## src/rtl/rx_engine_ctrl.sv

```systemverilog
// UART RX sequencer: start detect, mid-cell sampling into o_sr, status latch from the remap result.
// Latency ~(NB+0.5)*i_k + SYNC_STAGES + 3 clocks; no backpressure, a character not read in time sets o_ovf.
module rx_engine_ctrl #(
   parameter int SYNC_STAGES = 2
) (
   input  logic        i_clk,
   input  logic        i_rst_n,
   input  logic        i_rx,
   input  logic [18:0] i_k,
   input  logic        i_eight,
   input  logic        i_pen,
   input  logic        i_ohel,
   input  logic        i_read,
   output logic [9:0]  o_sr,
   input  logic [9:0]  i_remap,
   output logic [7:0]  o_data,
   output logic        o_rxrdy,
   output logic        o_perr,
   output logic        o_ferr,
   output logic        o_ovf
);

   typedef enum logic [1:0] {IDLE, START, DATA, DONE} state_t;

   state_t                 state_q, state_d;
   logic [SYNC_STAGES-1:0] sync_q, sync_d;
   logic [18:0]            cnt_q, cnt_d;
   logic [3:0]             bit_q, bit_d;
   logic [9:0]             sr_q, sr_d;
   logic [7:0]             data_q, data_d;
   logic                   rxrdy_q, rxrdy_d;
   logic                   perr_q, perr_d;
   logic                   ferr_q, ferr_d;
   logic                   ovf_q, ovf_d;
   logic                   eight_q, eight_d;
   logic                   pen_q, pen_d;
   logic                   ohel_q, ohel_d;

   logic                   rx_s;
   logic [3:0]             nb;
   logic [3:0]             bit_inc;

   assign rx_s    = sync_q[SYNC_STAGES-1];
   assign nb      = 4'd8 + {3'b000, eight_q} + {3'b000, pen_q};
   assign bit_inc = bit_q + 4'd1;
   assign sync_d  = {sync_q[SYNC_STAGES-2:0], i_rx};

   always_comb begin
      state_d = state_q;
      cnt_d   = cnt_q;
      bit_d   = bit_q;
      sr_d    = sr_q;
      data_d  = data_q;
      rxrdy_d = rxrdy_q;
      perr_d  = perr_q;
      ferr_d  = ferr_q;
      ovf_d   = ovf_q;
      eight_d = eight_q;
      pen_d   = pen_q;
      ohel_d  = ohel_q;

      // A read clears status; a DONE in the same cycle overrides below.
      if (i_read) begin
         rxrdy_d = 1'b0;
         perr_d  = 1'b0;
         ferr_d  = 1'b0;
         ovf_d   = 1'b0;
      end

      unique case (state_q)
         IDLE: begin
            cnt_d = '0;
            bit_d = '0;
            if (!rx_s) begin
               state_d = START;
               eight_d = i_eight;
               pen_d   = i_pen;
               ohel_d  = i_ohel;
            end
         end
         START: begin
            if (cnt_q == (i_k >> 1)) begin
               cnt_d   = '0;
               state_d = rx_s ? IDLE : DATA;
               sr_d    = rx_s ? sr_q : 10'h3FF;
            end else begin
               cnt_d = cnt_q + 19'd1;
            end
         end
         DATA: begin
            if (cnt_q == i_k - 19'd1) begin
               cnt_d = '0;
               sr_d  = {rx_s, sr_q[9:1]};
               bit_d = bit_inc;
               if (bit_inc == nb) state_d = DONE;
            end else begin
               cnt_d = cnt_q + 19'd1;
            end
         end
         DONE: begin
            data_d  = i_remap[7:0];
            ferr_d  = ~i_remap[9];
            perr_d  = pen_q & ((^i_remap[8:0]) ^ ohel_q);
            ovf_d   = ovf_q | (rxrdy_q & ~i_read);
            rxrdy_d = 1'b1;
            cnt_d   = '0;
            bit_d   = '0;
            state_d = IDLE;
         end
         default: state_d = IDLE;
      endcase
   end

   always_ff @(posedge i_clk or negedge i_rst_n) begin
      if (!i_rst_n) begin
         state_q <= IDLE;
         sync_q  <= '1;
         cnt_q   <= '0;
         bit_q   <= '0;
         sr_q    <= 10'h3FF;
         data_q  <= '0;
         rxrdy_q <= 1'b0;
         perr_q  <= 1'b0;
         ferr_q  <= 1'b0;
         ovf_q   <= 1'b0;
         eight_q <= 1'b0;
         pen_q   <= 1'b0;
         ohel_q  <= 1'b0;
      end else begin
         state_q <= state_d;
         sync_q  <= sync_d;
         cnt_q   <= cnt_d;
         bit_q   <= bit_d;
         sr_q    <= sr_d;
         data_q  <= data_d;
         rxrdy_q <= rxrdy_d;
         perr_q  <= perr_d;
         ferr_q  <= ferr_d;
         ovf_q   <= ovf_d;
         eight_q <= eight_d;
         pen_q   <= pen_d;
         ohel_q  <= ohel_d;
      end
   end

   assign o_sr    = sr_q;
   assign o_data  = data_q;
   assign o_rxrdy = rxrdy_q;
   assign o_perr  = perr_q;
   assign o_ferr  = ferr_q;
   assign o_ovf   = ovf_q;

endmodule

```

## config.mk

```make
export PLATFORM = sky130hd
export DESIGN_NAME = rx_engine_ctrl
export DESIGN_NICKNAME = d
export VERILOG_FILES = /design/src/rtl/rx_engine_ctrl.sv
export SDC_FILE = /design/constraint.sdc
export NUM_CORES = 1
export LEC_CHECK = 0
export BUFFER_PORTS_ARGS = -buffer_cell sky130_fd_sc_hd__buf_2
export CORE_MARGIN = 5
export CORE_UTILIZATION = 35
export DETAILED_ROUTE_END_ITERATION = 7
export PLACE_DENSITY = 0.58
export SLEW_MARGIN = 0
export SYNTH_ARGS = -nofsm -noshare
export SYNTH_HDL_FRONTEND = slang
export SYNTH_SLANG_ARGS = --single-unit
```

## constraint.sdc

```tcl
create_clock -name i_clk -period 4.04 [get_ports i_clk]
set_input_delay 0.808 -clock i_clk [delete_from_list [all_inputs] [get_ports i_clk]]
set_output_delay 0.808 -clock i_clk [all_outputs]
set_load 0.01 [all_outputs]
```

======== Word level (Yosys, flattened, before mapping) ========
Index checks and enable logic that the tools add are counted.
storage, ports and cells
  logic and storage cells ................. 66
  input bits .............................. 36
  output and inout bits ................... 22
  register bits after elaboration ......... 52
cells by class
  $add $sub $neg .......................... 5
  equality and inequality tests ........... 11
  multiplexer cells ....................... 20
  reduce and logical (&&, ||, !) cells .... 10
  bitwise operators ....................... 7
operators by type and width
  operator                                            count
  one-hot mux 19 bit (3 select lines)                 1
  two-way mux 19 bit                                  2
  two-way mux 10 bit                                  3
  one-hot mux 10 bit (2 select lines)                 1
  adder 19 x 1 -> 19 bit, second input constant       1
  == test 19 x 18 -> 1 bit                            1
  == test 19 bit                                      1
  subtractor 19 x 1 -> 19 bit, second input constant  1
  two-way mux 2 bit                                   5
  != test 2 bit, second input constant                5
  parity 9 bit                                        1
  one-hot mux 2 bit (4 select lines)                  1
  one-hot mux 4 bit (2 select lines)                  1
  AND reduction 4 bit                                 2
  nonzero test 2 bit                                  3
  two-way mux 1 bit                                   5
  adder 4 x 1 -> 4 bit                                1
  adder 4 x 1 -> 4 bit, first input constant          1
  adder 4 x 1 -> 4 bit, second input constant         1
  == test 2 bit, second input constant                2
  == test 4 bit                                       1
  two-way mux 4 bit                                   1
  AND reduction 2 bit                                 2
  NOT 1 bit                                           3
  6 further kinds                                     7

======== Logic depth before layout (Yosys ltp) ========
Gate-level depths: netlist of run 1.
  word-level depth ........................ 6
  depth in mapped cells ................... 14
  mapped depth without buffers ............ 10

======== Least setup slack after synthesis of run 1 ========
OpenSTA, ideal clock, no wires.
  path kind ............................... input to register
  from .................................... input i_k[0]
  to ...................................... register with a tool-made name
  required time ........................... 3.936 ns
  data arrival time ....................... 3.364 ns
  library setup time ...................... 0.104 ns
  path slack .............................. 0.573 ns
  path buffers ............................ 3
  stages on the path ...................... 13
  path through ............................ buf_2 -> inv_1 -> ha_1 -> clkbuf_1 -> nand3b_1 -> a21boi_0 -> o311ai_0 -> a21oi_1 -> nand4_1 -> or4_1 -> buf_2 -> o41a_1 -> o41ai_2
RTL lines
  element             RTL line  RTL
  start: declaration  9         input logic [18:0] i_k,

==> impl_metrics.json, run 1 <==
{
  "seq_area_frac_synth_pct": 35.13,
  "clock.fmax_ghz": 0.2833,
  "die_w_um": 113.5,
  "clock_latency_ns": 0.30,
  "p_per_area_nw_per_um2": 248.9,
  "clk_pin_slew_ns": 0.09,
  "synth_cell_types": 62,
  "maxSlewViolCount": 0,
  "place_area_um2": 4120,
  "grt_pass1_wl_mm": 14.79,
  "htree_levels": 2,
  "wl_per_cell_um": 14.63,
  "hold_path_class": "reg -> reg",
  "area_growth_pct": 12.35,
  "max_slew.worst_pin.slew_ns": 0.8001,
  "maxCapViolCount": 0,
  "num_rows": 37,
  "die_area_um2": 12880,
  "cts_resized": 0,
  "antenna_cells": 0,
  "gr-usage-all-layers_pct": 13.75,
  "p_switching_uw": 291.9,
  "synth.cell_area_um2": 3747,
  "layout.cells.most_common_list": "buf_2 (57), nor2_1 (47), xor2_1 (42)",
  "syn_area_per_cell_um2": 9.073,
  "first_pass_iters": 4,
  "routed_wirelength_mm": 8.629,
  "ff2ff_setup_slack_ns": 1.18,
  "synthesis.nets": 458,
  "holdBufCountCts": 0,
  "critPathLaunch": "i_k[0]",
  "max-slew-margin-rel_pct": 46.66,
  "drive_gt1_share_pct": 22.69,
  "clockBufferDepth": 2,
  "route.detailed.drc": 0,
  "total_power_mw": 1.048,
  "cts_root_buf": "clkbuf_8",
  "startpoint_type": "primary input",
  "gp_congestion": 0.8368,
  "cp.arrival_ns": 3.73,
  "grt_pass1_vias": 3035,
  "required_ns": 4.24,
  "grt_setup_unrepaired": "false",
  "clock_power_share_pct": 28.9,
  "dpl.hpwl_mm": 6.611,
  "pre_cts_slack_ns": 0.1957,
  "status": "completed",
  "finalSetupViolCount": 0,
  "p_sw_share_pct": 27.85,
  "setup_tns_ns": 0,
  "dieHeight_um": 113.5,
  "grt_max_degree": 30,
  "port_buffers": 57,
  "ys_ff_latch": 52,
  "start_util_pct": 36.14,
  "ys_warn_count": 0,
  "cts_sinks": 52,
  "utilization_pct": 40.60,
  "vias": 3065,
  "r2r_start": "cnt_q[6]",
  "critPathKind": "in -> reg",
  "final_common_cell": "buf_2",
  "fin_area_um2": 4210,
  "core_um2": 10370,
  "pin_count": 58,
  "async_reset_ff_share_pct": 100.0,
  "ir_worst_vdd_v": 0.0001338,
  "cts_buffers": 5,
  "min_period_ns": 3.530,
  "fin_skew_ns": 0.007226,
  "synthFlopType": "dfrtp_1",
  "internal-power_uw": 756.1,
  "cts_tree": "done",
  "finalWorstSetupSlack_ns": 0.5099,
  "antenna_left": 0,
  "seqPwrFrac_pct": 54.1,
  "power_frac_comb_pct": 17.1,
  "grt_overflow_total": 0,
  "crit_fanout": 10,
  "leakagePower_nw": 1.858,
  "hold_violations": 0,
  "via_per_inst": 5.195,
  "fin_nets": 498,
  "synth_edf_count": 0,
  "finalCritPeriodShare_pct": 87.38,
  "antenna_found_initial": 0,
  "end_kind": "register",
  "syn_inst": 413,
  "rr_worst_depth": 9,
  "drt-initial-drc-count": 196,
  "cts_setup_buffers": 0
}
[Yosys cell counts (2+ instances only)]
| library cell | instances | share of area, % |
|---|---|---|
| and4b_1 | 9 | 2.4 |
| nand3_1 | 11 | 1.5 |
| o211ai_1 | 3 | 0.60 |
| clkbuf_1 | 19 | 1.9 |
| buf_1 | 2 | 0.20 |
| nand2_1 | 22 | 2.2 |
| ha_1 | 9 | 3.0 |
| o21ai_0 | 7 | 0.93 |
| xor2_1 | 42 | 9.8 |
| mux2i_1 | 2 | 0.53 |
| nor2b_1 | 3 | 0.50 |
| nor2_1 | 47 | 4.7 |
| and3_1 | 7 | 1.2 |
| nor4_1 | 10 | 1.7 |
| nand4_1 | 8 | 1.3 |
| nor3_1 | 19 | 2.5 |
| a211oi_1 | 3 | 0.60 |
| nor3b_1 | 10 | 2.0 |
| xnor2_1 | 29 | 6.8 |
| or3b_2 | 2 | 0.47 |
| a211o_1 | 3 | 0.70 |
| nand3b_1 | 3 | 0.60 |
| buf_2 | 9 | 1.2 |
| dfstp_2 | 12 | 8.4 |
| nor4b_1 | 2 | 0.47 |
| inv_1 | 12 | 1.2 |
| o21bai_1 | 2 | 0.40 |
| or3_1 | 2 | 0.33 |
| nand2b_1 | 4 | 0.67 |
| dfrtp_1 | 40 | 27 |
| a21boi_0 | 3 | 0.60 |
| a21oi_1 | 10 | 1.3 |
| mux2_2 | 12 | 3.6 |
| a21o_1 | 3 | 0.60 |
| o41a_1 | 2 | 0.60 |
| a31oi_1 | 2 | 0.33 |
| and2_1 | 2 | 0.33 |
| or4_1 | 2 | 0.40 |
[power groups by stage]
stage	clock, mW	combinational (mW)	sequential, mW
floorplan	0	0.142	0.555
global placement	0	0.178	0.576
detailed placement	0	0.179	0.577
CTS	0.312	0.180	0.567
global route	0.339	0.203	0.571
finish	0.302	0.179	0.567
[worst min-delay path by stage]
stage | startpoint | to | depth (start not counted)
6_report | sync_q[0] | sync_q[1] | 0
4_1_cts | sync_q[0] | sync_q[1] | 0
2_1_floorplan | sync_q[0] | sync_q[1] | 0
3_3_place_gp | sync_q[0] | sync_q[1] | 0
5_1_grt | sync_q[0] | sync_q[1] | 0
3_5_place_dp | sync_q[0] | sync_q[1] | 0
[critical path: stages]
cell     delay, ns
buf_2         0.15
inv_1         0.07
ha_1          0.37
nor4b_1       0.28
nand4_1       0.18
xnor2_1       0.20
nor4_1        0.30
nand4_1       0.11
or4_1         0.49
o41a_1        0.46
o41ai_2       0.31
[through the flow]
stage / hold WS (ns) / cells
finish: 0.3603 / 590
global route: 0.3644 / 590
CTS: 0.3599 / 590
detailed placement: 0.3468 / 582
global placement: 0.3469 / 582
floorplan: 0.3452 / 413
[area by class of cell]
type / instances / area [um2]
Clock buffer: 7 / 86.33
Clock inverter: 1 / 3.754
Fill cell: 1072 / 6160
Inverter: 12 / 45.04
Multi-Input combinational cell: 317 / 2243
Sequential cell: 52 / 1316
Tap cell: 136 / 170.2
Timing Repair Buffer: 65 / 345.3
[sequential cells by signal, summed over array words and instances, names as in the netlist, named ones only]
| signal | cells |
|---|---|
| eight_q | 1 |
| sync_q | 2 |
| o_ferr | 1 |
| o_rxrdy | 1 |
| pen_q | 1 |
| ohel_q | 1 |
| state_q | 1 |
| o_ovf | 1 |
| o_sr | 10 |
| o_perr | 1 |
| o_data | 8 |
| cnt_q | 19 |
| bit_q | 4 |
[cell families after synthesis]
group | synth area share [%]
adder cells (fa/ha/maj) | 3.005
buffers and inverters | 5.008
AND/OR/NAND/NOR | 25.38
XOR/XNOR | 16.59
flip-flops | 35.13
AO/OA/AOI/OAI | 10.45
multiplexers | 4.441
[metal layers]
metal  up-vias  share of wire (%)  track usage [%]
met2        71                 46            22.10
met1      1463                 48            19.48
met5         -                  0                0
met4         0                1.2            3.125
li1       1522                  -                -
met3         9                4.9            2.122
Power figures use the tool's default switching activity.
==> run 2: changes to the inputs <==
- clock period: 4.04 -> 3.4 ns (I/O delays scaled with it)
==> impl_metrics.json, run 2 (synthesis gave the netlist of run 1 again) <==
{
  "clockBufferDepth": 2,
  "max_slew.worst_pin.slew_ns": 0.7371,
  "route.detailed.drc": 0,
  "cts_sinks": 52,
  "vias": 3180,
  "dpl.hpwl_mm": 6.917,
  "hold_violations": 0,
  "finalCritPeriodShare_pct": 92.36,
  "critPathSlowestCell": "or4_1",
  "antenna_left": 0,
  "final_common_cell": "buf_2",
  "min_period_ns": 3.140,
  "wl_per_cell_um": 14.64,
  "clock.fmax_ghz": 0.3184,
  "maxCapViolCount": 0,
  "first_pass_iters": 4,
  "antenna_found_initial": 0,
  "leakagePower_nw": 1.990,
  "end_kind": "register",
  "fin_skew_ns": 0.006439,
  "path_buf_inv": 1,
  "clock_latency_ns": 0.30,
  "layout.cells.most_common_list": "buf_2 (57), nor2_1 (47), xor2_1 (42)",
  "hold_ws_ns": 0.3595,
  "ff2ff_setup_slack_ns": 0.61,
  "finalSetupViolCount": 0,
  "grt_pass1_vias": 3066,
  "p_per_area_nw_per_um2": 299.4,
  "ir_worst_vdd_v": 0.0001487,
  "area_growth_pct": 18.30,
  "cts_tree": "done",
  "required_ns": 3.61,
  "holdBufCountCts": 0,
  "critPathTopFamily": "simple AND/OR/NAND/NOR gates",
  "via_per_inst": 5.179,
  "grt_overflow_total": 0,
  "clk_pin_slew_ns": 0.09,
  "cts_setup_buffers": 0,
  "antenna_cells": 0,
  "grt_pass1_wl_mm": 14.86,
  "pin_count": 58,
  "die_w_um": 113.5,
  "cts_resized": 0,
  "drt-initial-drc-count": 251,
  "critPathKind": "in -> reg",
  "core_um2": 10370,
  "total_power_mw": 1.327,
  "regMostFlops": "cnt_q",
  "cts_buffers": 5,
  "grt_setup_unrepaired": "false",
  "cts_root_buf": "clkbuf_8",
  "max-slew-margin-rel_pct": 50.86,
  "cp.arrival_ns": 3.35,
  "crit_fanout": 5,
  "drive_gt1_share_pct": 26.78,
  "dp.cells": 606,
  "maxSlewViolCount": 0,
  "startpoint_type": "primary input",
  "gp_congestion": 0.8682,
  "gr-usage-all-layers_pct": 13.78,
  "routed_wirelength_mm": 8.989,
  "fin_cells": 614,
  "cp_cell_sequence": "buf_2 -> nor4_4 -> nand4_1 -> mux2_1 -> mux2i_1 -> a21oi_1 -> or4_1 -> o41a_1 -> o41ai_2",
  "setup_tns_ns": 0,
  "place_area_um2": 4325,
  "die_area_um2": 12880,
  "grt_max_degree": 34,
  "start_util_pct": 36.14,
  "htree_levels": 2,
  "fin_nets": 522,
  "largest_reg_flops": 19,
  "dieHeight_um": 113.5,
  "num_rows": 37,
  "fin_area_um2": 4433,
  "slowest_delay_ns": 0.58,
  "port_buffers": 57,
  "status": "completed",
  "hold_path_class": "reg -> reg"
}
run 2: per-layer routing:
metal	part of all wire, %	wire length [um]	GRT usage [%]	up-vias
met5	0	0	0	-
met4	1.1	97	3.045	0
met3	4.4	392	1.910	9
met2	47	4187	22.46	85
met1	48	4312	19.44	1513
li1	-	-	-	1573
run 2: path summary, 6_finish.rpt:
path                                 from         to  depth (start not counted)
worst max register to register   cnt_q[6]   register                          8
min in group asynchronous         i_rst_n  o_data[4]                          1
max in group asynchronous         i_rst_n  sync_q[0]                          2
worst min register to register  sync_q[0]  sync_q[1]                          0
worst max-delay path               i_k[2]   register                          9
worst min-delay path            sync_q[0]  sync_q[1]                          0
run 2: area by class of cell:
type,count,area [um2]
clock buffer,6,72.57
clock inverter,2,35.03
fill,1017,5937
inverter,12,45.04
multi-input combinational,317,2243
sequential,52,1316
tap,136,170.2
timing repair buffer,89,550.5
run 2: metrics by stage:
step,utilization (%),setup WS (ns)
floorplan,-,0.06089
global placement,41.71,0.01562
detailed placement,41.71,-0.08331
CTS,42.75,0.2400
global route,42.75,0.07734
finish,42.75,0.2596
run 2: power by group:
| group | leakage (nW) | switching, mW | internal, mW | total, mW |
|---|---|---|---|---|
| registers | 0.645 | 0.0353 | 0.638 | 0.673 |
| logic | 1.29 | 0.122 | 0.112 | 0.233 |
| clock network | 0.0552 | 0.202 | 0.219 | 0.421 |
